[config.mk]
export PLATFORM = sky130hd
export DESIGN_NAME = spi_eeprom_arbiter
export DESIGN_NICKNAME = d
export VERILOG_FILES = /design/src/rtl/spi_eeprom_pkg.sv /design/src/rtl/spi_eeprom_arbiter_engine.sv /design/src/rtl/spi_eeprom_arbiter.sv
export SDC_FILE = /design/constraint.sdc
export NUM_CORES = 1
export LEC_CHECK = 0
export CORE_MARGIN = 2
export CORE_UTILIZATION = 50
export DETAILED_ROUTE_END_ITERATION = 8
export GPL_ROUTABILITY_DRIVEN = 0
export GPL_TIMING_DRIVEN = 0
export MAX_ROUTING_LAYER = met4
export PLACE_DENSITY_LB_ADDON = 0.2
export SYNTH_ARGS = -nofsm -noshare
export SYNTH_HDL_FRONTEND = slang
export SYNTH_SLANG_ARGS = --single-unit
[constraint.sdc]
create_clock -name clk -period 3.6 [get_ports clk]
set_input_delay 0.72 -clock clk [delete_from_list [all_inputs] [get_ports clk]]
set_output_delay 0.72 -clock clk [all_outputs]
set_load 0.1 [all_outputs]
[src/rtl/spi_eeprom_pkg.sv]
// spi_eeprom_pkg: FSM states and SPI READ framing constants shared by the arbiter slice.
package spi_eeprom_pkg;
  typedef enum logic [2:0] {IDLE, CMD, ADDR, DATA, END} state_t;
  localparam logic [7:0] READ_OP = 8'h03;
  localparam int CMD_BITS = 8;
  localparam int ADDR_BITS = 16;
endpackage

[src/rtl/spi_eeprom_arbiter_engine.sv]
// spi_shift_engine: SPI mode-0 bit engine; shifts one W-bit frame MSB-first and flags its last cycle.
module spi_shift_engine #(
  parameter int W = 8
) (
  input  logic         clk,
  input  logic         rst,
  input  logic         run,
  input  logic         load,
  input  logic [W-1:0] tx_byte,
  input  logic         cipo,
  output logic         sck,
  output logic         copi,
  output logic         done,
  output logic [W-1:0] rx_byte
);
  localparam int CW = $clog2(W);
  localparam logic [CW-1:0] LAST = CW'(W - 1);
  logic ph;
  logic [CW-1:0] cnt;
  logic [W-1:0] tx;
  assign sck = ph;
  assign copi = tx[W-1];
  assign done = run && ph && cnt == LAST;
  // copi shifts on the high->low phase step, cipo is captured on the low->high step
  always_ff @(posedge clk or posedge rst)
    if (rst) begin
      ph <= 1'b0;
      cnt <= '0;
      tx <= '0;
      rx_byte <= '0;
    end else if (load) begin
      ph <= 1'b0;
      cnt <= '0;
      tx <= tx_byte;
    end else if (run) begin
      ph <= ~ph;
      if (ph) begin
        cnt <= done ? '0 : cnt + 1'b1;
        tx <= {tx[W-2:0], 1'b0};
      end else
        rx_byte <= {rx_byte[W-2:0], cipo};
    end
endmodule

[src/rtl/spi_eeprom_arbiter.sv]
// spi_eeprom_arbiter: two-port round-robin arbiter issuing READ (0x03) bursts to one SPI EEPROM.
// Optional SPI_ARB_BURST_LIMIT_EN: preempt an owner after MAX_BURST bytes and resume it later.
module spi_eeprom_arbiter
  import spi_eeprom_pkg::*;
#(
  parameter int ADDR_W    = 10,
  parameter int MAX_BURST = 8
) (
  input  logic              clk,
  input  logic              rst,
  input  logic [1:0]        req,
  input  logic [ADDR_W-1:0] addr0,
  input  logic [ADDR_W-1:0] addr1,
  output logic [1:0]        gnt,
  output logic [7:0]        rdata,
  output logic [1:0]        rvalid,
  output logic              busy,
  output logic              spi_cs_n,
  output logic              spi_sck,
  output logic              spi_copi,
  input  logic              spi_cipo
);
  state_t st, st_n;
  logic own, last, pick, bc, ec, run, done, load, deliver, pre;
  logic [7:0] tx_byte, rx_byte;
  logic [ADDR_W-1:0] nxt_addr, start;
  logic [ADDR_BITS-1:0] wa;
  assign run = st inside {CMD, ADDR, DATA};
  assign pick = &req ? ~last : req[1];
  assign wa = ADDR_BITS'(nxt_addr);
  assign deliver = st == DATA && done && req[own];
  assign gnt = run ? (own ? 2'b10 : 2'b01) : 2'b00;
  assign spi_cs_n = ~run;
  assign busy = run || st == END;
  spi_shift_engine #(.W(CMD_BITS)) u_eng (
    .clk     (clk),
    .rst     (rst),
    .run     (run),
    .load    (load),
    .tx_byte (tx_byte),
    .cipo    (spi_cipo),
    .sck     (spi_sck),
    .copi    (spi_copi),
    .done    (done),
    .rx_byte (rx_byte)
  );
`ifdef SPI_ARB_BURST_LIMIT_EN
  localparam int BW = $clog2(MAX_BURST + 1);
  localparam logic [BW-1:0] BLAST = BW'(MAX_BURST - 1);
  logic [BW-1:0] bcnt;
  logic [1:0] sv;
  logic [1:0][ADDR_W-1:0] sa;
  assign pre = req[~own] && bcnt == BLAST;
  assign start = sv[pick] ? sa[pick] : pick ? addr1 : addr0;
  // a preempted port's next address is parked here until its next grant
  always_ff @(posedge clk or posedge rst)
    if (rst) begin
      bcnt <= '0;
      sv <= '0;
      sa <= '0;
    end else if (st == IDLE && |req) begin
      bcnt <= '0;
      sv[pick] <= 1'b0;
    end else if (deliver) begin
      bcnt <= bcnt == BLAST ? bcnt : bcnt + 1'b1;
      if (pre) begin
        sv[own] <= 1'b1;
        sa[own] <= nxt_addr + 1'b1;
      end
    end
`else
  logic unused_burst;
  assign unused_burst = ^MAX_BURST;
  assign pre = 1'b0;
  assign start = pick ? addr1 : addr0;
`endif
  always_comb begin
    st_n = st;
    load = 1'b0;
    tx_byte = 8'h00;
    case (st)
      IDLE: if (|req) begin
        st_n = CMD;
        load = 1'b1;
        tx_byte = READ_OP;
      end
      CMD: if (done) begin
        st_n = ADDR;
        load = 1'b1;
        tx_byte = wa[15:8];
      end
      ADDR: if (done) begin
        st_n = bc ? DATA : ADDR;
        load = 1'b1;
        tx_byte = bc ? 8'h00 : wa[7:0];
      end
      DATA: if (done) begin
        st_n = deliver && !pre ? DATA : END;
        load = deliver && !pre;
      end
      END: st_n = ec ? IDLE : END;
      default: st_n = IDLE;
    endcase
  end
  always_ff @(posedge clk or posedge rst)
    if (rst) begin
      st <= IDLE;
      own <= 1'b0;
      last <= 1'b1;
      nxt_addr <= '0;
      bc <= 1'b0;
      ec <= 1'b0;
      rvalid <= 2'b00;
      rdata <= 8'h00;
    end else begin
      st <= st_n;
      bc <= st == ADDR && done ? ~bc : bc;
      ec <= st == END ? ~ec : 1'b0;
      rvalid <= deliver ? (own ? 2'b10 : 2'b01) : 2'b00;
      if (deliver) begin
        rdata <= rx_byte;
        nxt_addr <= nxt_addr + 1'b1;
      end
      if (st == IDLE && |req) begin
        own <= pick;
        last <= pick;
        nxt_addr <= start;
      end
    end
endmodule

==> metrics.txt, run 1 <==
WP data required 2.88 ns; fraction of layout cells with a size suffix above 1 12.3%; slew margin rel. 28.6%; Max Slew Vio Count 0; Antenna Violating Nets Remaining 0; Setup CP Type reg2out; switching pwr 1120 uW; CP delay by family, top buffers and inverters; DRT Pass-1 Iters 4; H-tree lvl count 2; RSZ-0062 raised after global routing no; worst-margin pin slew 1.06 ns; Post-CTS Setup Inserts 0; synthesized cell area 2330 um2; Wirelength per Cell 15.8 um; cell internal pwr 1300 uW; Detailed Route WL 5070 um; CP max FO 10; Max Clk Rate 303 MHz; CP Launch Type flop; clock buffer depth 2; Iter 0 DRT Violations 156; I/O pin cnt 41; num rows 24; sequential share of power 37.8%; total track usage 22.8%; Syn. warnings 0; port bufs 40; final setup skew 0.00867 ns; run status finished clean; Setup TNS Final 0 ns; die height 72.3 um; flops & latches, synth 47; CTS resizes 0; worst hold margin 0.449 ns; Ant. Diodes 0; Hold EP ec$_DFF_PP0_; area grow syn2layout 24.7%; critical path cell sequence clkbuf_1 -> nor2_1 -> xnor2_1 -> clkdlybuf4s50_1; hold crit path type reg2reg; CP max stage cell clkdlybuf4s50_1; Worst path max stage delay 1.15 ns; Synth Instances 221; Die Wd 72.3 um; Clock power frac 12.7%; synth unique cells 45; post-route core utilization 65.9%; total number of vias 1885; hpwl dp 3660 um; first-pass GRT wire length 8940 um; hold path depth 1; clk sink count 47; die area 5230 um2; Layout Nets 297; Num CTS Buffers 5; setup violators final 0; endpoints failing hold 0; reg-to-reg endpoint nxt_addr[6]$_DFFE_PP0P_; combinational share of power 49.5%; number of global-route vias before repair 1826; sequential standard cell area 1180 um2; Multi-input gate area 1080 um2; sequential-to-total area share from yosys stat 50.5%; reg2reg setup slack 1.20 ns; WP buf/inv 2; initial antenna violation count 0; worst r2r path cells 6; largest net degree at the start of global routing 25; max_cap viols 0; Worst Hold Launch ec$_DFF_PP0_; DRC violations left 0; VDD IR-drop max 0.000378 V; initial core utilization 52.9%; Mapped Nets 249; clk_lat worst skew 0.30 ns; CTS root buffer clkbuf_8; Static Leakage 0.00120 uW; sw frac 46.2%; worst endpoint data arrival time 2.59 ns; vias per cell 5.87; CTS tree built; GR Overflow Total 0; Worst-path clk slew 0.09 ns; Post-synth EDFFs 0; Tmin final 3.31 ns; Core Area 4410 um2; fin crit share 91.8%; fraction of registers with async set/reset 100%; worst r2r src u_eng.cnt[0]$_DFFE_PP0P_; CP endpoint kind primary output; filler cell count 369; ys flop type dfrtp_1; hold buffer count at cts 0; pwr dens 832 nW/um2; Syn Area/Cell 10.6 um2
## synth_stat cells, drive strengths merged (5+ instances only)
cell | number | area share (%)
mux2i | 7 | 3.0
nor2b | 7 | 1.9
nand3b | 6 | 1.9
nor2 | 13 | 2.1
dfrtp | 46 | 49
nor3 | 5 | 1.3
inv | 7 | 1.1
mux2 | 16 | 7.7
a21oi | 16 | 3.4
nand3 | 5 | 1.1
nand2 | 13 | 2.1
o21ai | 7 | 1.5
clkbuf | 8 | 1.3
o211ai | 6 | 1.9
a211oi | 8 | 2.6
## kinds of logic after synthesis
kind of cell	synth area share (%)
muxes	10.7
DFF	50.5
xor gates and xnor gates	0.751
adders and majority gates	1.61
AOI/OAI and AO/OA	16.7
buffers and inverters	3.27
and+or+nand+nor	16.5
## power groups by stage
| stage | sequential [uW] | combinational [uW] | clock (uW) |
|---|---|---|---|
| floorplan | 1010 | 795 | 0 |
| global placement | 908 | 1160 | 0 |
| detailed placement | 919 | 1190 | 0 |
| CTS | 912 | 1200 | 314 |
| global route | 948 | 1310 | 340 |
| finish | 915 | 1200 | 307 |
## state kept, by name, summed over array words and instances, names as in the netlist
| signal | flops |
|---|---|
| bc | 1 |
| own | 1 |
| st | 3 |
| last | 1 |
| u_eng.rx_byte | 8 |
| rvalid | 2 |
| u_eng.cnt | 3 |
| ec | 1 |
| u_eng.sck | 1 |
| nxt_addr | 10 |
| u_eng.tx | 8 |
| rdata | 8 |
## layout by cell type, fill, tap and decap left out, types with 7 or more instances in the layout
cell,synthesis,routed
dfrtp_1,46,46
clkdlybuf4s50_1,0,40
a21oi_1,16,16
mux2_2,16,16
nand2_1,13,13
nor2_1,13,13
clkbuf_1,8,8
a211oi_1,8,8
mux2i_1,7,7
nor2b_1,7,7
## worst reg2reg max path, cell delays in order (launching register included)
cell      delay [ns]
dfrtp_1         0.38
ha_1            0.16
ha_1            0.24
nand3b_1        0.15
nor4_1          0.93
a211oi_1        0.18
a311oi_1        0.26
## metrics by stage
step	area [um2]	total power (uW)	std cells	setup slack, ns
2_1_floorplan	2330	1810	221	0.0886
3_3_place_gp	2800	2070	313	0.576
3_5_place_dp	2830	2110	314	0.607
4_1_cts	2910	2430	321	0.297
5_1_grt	2910	2600	321	0.134
6_report	2910	2420	321	0.294
## cell type report
cell class                      count  share of cell area, %
Multi-Input combinational cell    155                   37.1
Clock inverter                      2                  0.473
Inverter                            7                  0.903
Timing Repair Buffer               41                   14.7
Buffer                             12                   1.72
Tap cell                           52                   2.24
Sequential cell                    47                   40.5
Clock buffer                        5                   2.37
## worst max path at each step
stage                                    to               from  slack, ns  cells past startpoint
finish                                 busy  st[1]$_DFFE_PP0P_       0.29                      4
global route                           busy  st[0]$_DFFE_PP0P_       0.13                      4
CTS                                    busy  st[0]$_DFFE_PP0P_       0.30                      4
detailed placement  nxt_addr[2]$_DFFE_PP0P_             req[1]       0.61                      5
global placement    nxt_addr[2]$_DFFE_PP0P_             req[1]       0.58                      5
floorplan                            gnt[0]  st[0]$_DFFE_PP0P_       0.09                      4
## routing by layer
metal  routed length [um]  GRT usage [%]  up-vias
li1                     -              -      918
met1                 2440           33.2      895
met3                  256           4.31        9
met4                   78           5.66        0
met5                    0              -        -
met2                 2290           33.0       63
(Power assumes the default switching activity.)
==> inputs of run 2 (changes only) <==
--- a/config.mk
+++ b/config.mk
@@ -12,6 +12,7 @@
 export GPL_TIMING_DRIVEN = 0
 export MAX_ROUTING_LAYER = met4
 export PLACE_DENSITY_LB_ADDON = 0.2
+export SETUP_SLACK_MARGIN = 0.3
 export SYNTH_ARGS = -nofsm -noshare
 export SYNTH_HDL_FRONTEND = slang
 export SYNTH_SLANG_ARGS = --single-unit
==> constraint.sdc (replaced) <==
create_clock -name clk -period 3.6 [get_ports clk]
set_input_delay 0.9 -clock clk [delete_from_list [all_inputs] [get_ports clk]]
set_output_delay 0.9 -clock clk [all_outputs]
set_load 0.1 [all_outputs]
==> metrics.txt, run 2 (synthesis gave the netlist of run 1 again) <==
run status finished clean; Power Total 2400 uW; Num CTS Buffers 5; WP data required 2.70 ns; worst hold margin 0.449 ns; switching pwr 1120 uW; Antenna Violating Nets Remaining 0; CTS root buffer clkbuf_8; slew margin rel. 27.0%; area grow syn2layout 24.3%; die height 72.3 um; number of global-route vias before repair 1826; initial antenna violation count 0; first-pass GRT wire length 8940 um; commonest non-fill, non-tap cell in the layout dfrtp_1; total track usage 22.8%; Tmin final 3.12 ns; max_cap viols 0; Iter 0 DRT Violations 157; Top reg by flops nxt_addr; largest net degree at the start of global routing 25; H-tree lvl count 2; worst-margin pin slew 1.09 ns; Setup TNS Final 0 ns; clk sink count 47; VDD IR-drop max 0.000376 V; commonest cells after routing, fill and taps aside dfrtp_1 (46), clkdlybuf4s50_1 (36), a21oi_1 (16), mux2_2 (16); Max Slew Vio Count 0; Wirelength per Cell 15.8 um; hpwl dp 3660 um; Clock power frac 12.8%; Worst-path clk slew 0.09 ns; Post-CTS Setup Inserts 0; setup violators final 0; CTS resizes 4; RSZ-0062 raised after global routing no; hold crit path type reg2reg; CP Launch Type flop; cell internal pwr 1280 uW; CP endpoint kind primary output; CTS tree built; Static Leakage 0.00121 uW; clock buffer depth 2; sw frac 46.5%; pwr dens 827 nW/um2; Largest register FFs 10; fin crit share 86.8%; Core Area 4410 um2; DRC violations left 0; initial core utilization 52.9%; hold buffer count at cts 0; I/O pin cnt 41; endpoints failing hold 0; die area 5230 um2; reg2reg setup slack 1.18 ns; DRT Pass-1 Iters 4; CP max FO 6; Layout Nets 297; Detailed Route WL 5080 um; GR Overflow Total 0; Die Wd 72.3 um; port bufs 40; filler cell count 370; worst endpoint data arrival time 2.22 ns; num rows 24; Ant. Diodes 0; Setup CP Type reg2out; combinational share of power 49.0%; clk_lat worst skew 0.30 ns; Max Clk Rate 320 MHz; final setup skew 0.00877 ns; vias per cell 5.85; fraction of layout cells with a size suffix above 1 12.6%; total number of vias 1878; post-route core utilization 65.7%; sequential share of power 38.1%
run 2: cell types whose count changed in the layout (fill, tap and decap cells not counted), sizes merged:
cell           before  now
clkdlybuf4s50      40   36
dlygate4sd2         0    3
clkbuf             13   14
run 2: metrics by stage:
stage	instance area, um2	setup slack, ns	instances
floorplan	2330	-0.0914	221
global placement	2800	0.396	313
detailed placement	2830	0.427	314
CTS	2900	0.404	321
global route	2900	0.309	321
finish	2900	0.477	321
run 2: layer usage:
layer / track usage, % / vias up / part of all wire [%]
li1: - / 916 / -
met2: 33.0 / 61 / 45
met1: 33.2 / 892 / 48
met3: 4.31 / 9 / 5.6
met4: 5.66 / 0 / 1.5
met5: - / - / 0
run 2: cell type report:
type / instances / area, um2 / area share [%]
plain buffers: 12 / 50.0 / 1.73
clock buffers: 5 / 68.8 / 2.37
clock inverters: 2 / 13.8 / 0.475
inverters: 7 / 26.3 / 0.906
multi-input cells: 155 / 1080 / 37.2
flip-flops and latches: 47 / 1180 / 40.6
well taps: 52 / 65.1 / 2.24
repair buffers: 41 / 419 / 14.5
run 2: final timing paths:
kind	from	to	cells after the start
min in group asynchronous	rst	u_eng.rx_byte[0]$_DFFE_PP0P_	2
min	ec$_DFF_PP0_	ec$_DFF_PP0_	1
min reg2reg	ec$_DFF_PP0_	ec$_DFF_PP0_	1
max	st[1]$_DFFE_PP0P_	gnt[1]	5
max reg2reg	u_eng.cnt[0]$_DFFE_PP0P_	nxt_addr[6]$_DFFE_PP0P_	6
max in group asynchronous	rst	last$_DFFE_PP1P_	3
run 2: power groups by stage:
stage               registers, uW  logic [uW]  clock network (uW)
global placement              908        1160                   0
global route                  948        1290                 340
finish                        915        1180                 308
detailed placement            919        1190                   0
floorplan                    1010         795                   0
CTS                           912        1180                 314
run 2: critical path: stages (launching register included):
cell and delay (ns):
dfrtp_1 0.44, or2_1 0.12, clkbuf_1 0.23, nand2b_1 0.16
nor2_1 0.11, dlygate4sd2_1 0.86
==> inputs of run 3 (changes only) <==
--- a/config.mk
+++ b/config.mk
@@ -5,6 +5,7 @@
 export SDC_FILE = /design/constraint.sdc
 export NUM_CORES = 1
 export LEC_CHECK = 0
+export CAP_MARGIN = 40
 export CORE_MARGIN = 2
 export CORE_UTILIZATION = 50
 export DETAILED_ROUTE_END_ITERATION = 8
@@ -12,6 +13,7 @@
 export GPL_TIMING_DRIVEN = 0
 export MAX_ROUTING_LAYER = met4
 export PLACE_DENSITY_LB_ADDON = 0.2
+export REMOVE_ABC_BUFFERS = 1
 export SETUP_SLACK_MARGIN = 0.3
 export SYNTH_ARGS = -nofsm -noshare
 export SYNTH_HDL_FRONTEND = slang
==> metrics.txt, run 3 (synthesis gave the netlist of run 1 again) <==
run status finished clean; total track usage 23.2%; Antenna Violating Nets Remaining 0; clk_lat worst skew 0.30 ns; Post-CTS Setup Inserts 0; commonest cells after routing, fill and taps aside dfrtp_1 (45), clkdlybuf4s50_1 (40), buf_8 (17); die area 5230 um2; sw frac 43.7%; Top reg by flops nxt_addr; Max Clk Rate 324 MHz; Core Area 4410 um2; dpl ws 0.691 ns; Max Slew Vio Count 0; die height 72.3 um; CTS root buffer clkbuf_8; Ant. Diodes 0; H-tree lvl count 2; combinational share of power 50.7%; I/O pin cnt 41; initial core utilization 52.9%; sequential share of power 36.0%; Setup CP Type reg2out; Largest register FFs 10; hold crit path type reg2reg; Static Leakage 0.00132 uW; commonest non-fill, non-tap cell in the layout dfrtp_1; Num CTS Buffers 5; slew margin rel. 51.4%; WP data required 2.70 ns; Detailed Route WL 5260 um; clock buffer depth 2; CTS tree built; max_cap viols 0; Tmin final 3.09 ns; Iter 0 DRT Violations 104; total number of vias 1926; Clock power frac 13.3%; Layout Nets 306; CP max FO 14; final setup skew 0.00886 ns; post-route core utilization 71.7%; RSZ-0062 raised after global routing no; VDD IR-drop max 0.000586 V; first-pass GRT wire length 9140 um; Cells after DPL 323; GR Overflow Total 0; DRC violations left 0; port bufs 40; worst-margin pin slew 0.725 ns; Wirelength per Cell 15.9 um; CP endpoint kind primary output; pwr dens 822 nW/um2; cell internal pwr 1470 uW; CP Launch Type flop; clk sink count 47; Final Non-Filler Cells 331; worst endpoint data arrival time 2.19 ns; fraction of layout cells with a size suffix above 1 19.0%; hpwl dp 3770 um; Power Total 2600 uW; setup violators final 0; Worst-path clk slew 0.08 ns; endpoints failing hold 0; setup ws final 0.512 ns; Die Wd 72.3 um; worst hold margin 0.424 ns; vias per cell 5.82; largest net degree at the start of global routing 27; initial antenna violation count 0; number of global-route vias before repair 1886; fin crit share 85.8%; DRT Pass-1 Iters 4; area grow syn2layout 35.7%; num rows 24; switching pwr 1140 uW
==> run 3: changes by cell type in the layout (fill, tap and decap cells not counted), moves of 2 or more <==
cell / delta
buf_4: +2
clkbuf_1: -7
clkbuf_8: +2
buf_2: -3
dlygate4sd2_1: -3
buf_8: +17
clkdlybuf4s50_1: +4
==> run 3: path summary, 6_finish.rpt <==
kind                                     startpoint                       to  slack [ns]  cells after the start
max reg2reg                u_eng.cnt[0]$_DFFE_PP0P_  u_eng.tx[5]$_DFFE_PP0P_        1.29                      6
max                               st[1]$_DFFE_PP0P_                   gnt[0]        0.51                      5
min in group asynchronous                       rst  u_eng.tx[5]$_DFFE_PP0P_        0.94                      2
min reg2reg                            ec$_DFF_PP0_             ec$_DFF_PP0_        0.42                      1
max in group asynchronous                       rst         last$_DFFE_PP1P_        2.07                      3
min                                    ec$_DFF_PP0_             ec$_DFF_PP0_        0.42                      1
==> run 3: cell type report <==
class                   instances  area [um2]
fillers                       341        1250
clock buffers                   8         100
inverters                       7        26.3
flip-flops and latches         47        1180
repair buffers                 62         707
well taps                      52        65.1
multi-input cells             155        1090
==> run 3: power by group through the flow <==
stage               logic, uW  registers [uW]  clock network [uW]
floorplan                 756            1030                   0
global placement         1110             932                   0
detailed placement       1320             942                   0
CTS                      1330             934                 356
global route             1430             968                 375
finish                   1320             937                 345
==> run 3: metal layers <==
metal	vias to the layer above	GRT usage (%)	routed length, um
li1	932	-	-
met1	945	31.8	2380
met2	45	35.8	2640
met3	4	3.89	189
met4	0	6.92	53
met5	-	-	0
==> run 3: critical path, cell delays in order (launching register included) <==
cell and delay, ns:
dfrtp_1 0.58, or2_1 0.28, nand2b_1 0.19, nor2_1 0.13
clkdlybuf4s50_1 0.52, buf_8 0.20
==> run 3: stage by stage <==
stage | TNS, ns | instance area, um2
finish | 0 | 3170
global route | 0 | 3170
CTS | 0 | 3160
detailed placement | 0 | 3060
global placement | 0 | 2750
floorplan | -0.348 | 2280
==> run 3: timing repair <==
item	CTS	global route
hold buffers	0	0
resized for setup	0	1
endpoints found under the setup margin	0	1
endpoints found under the hold margin	0	0
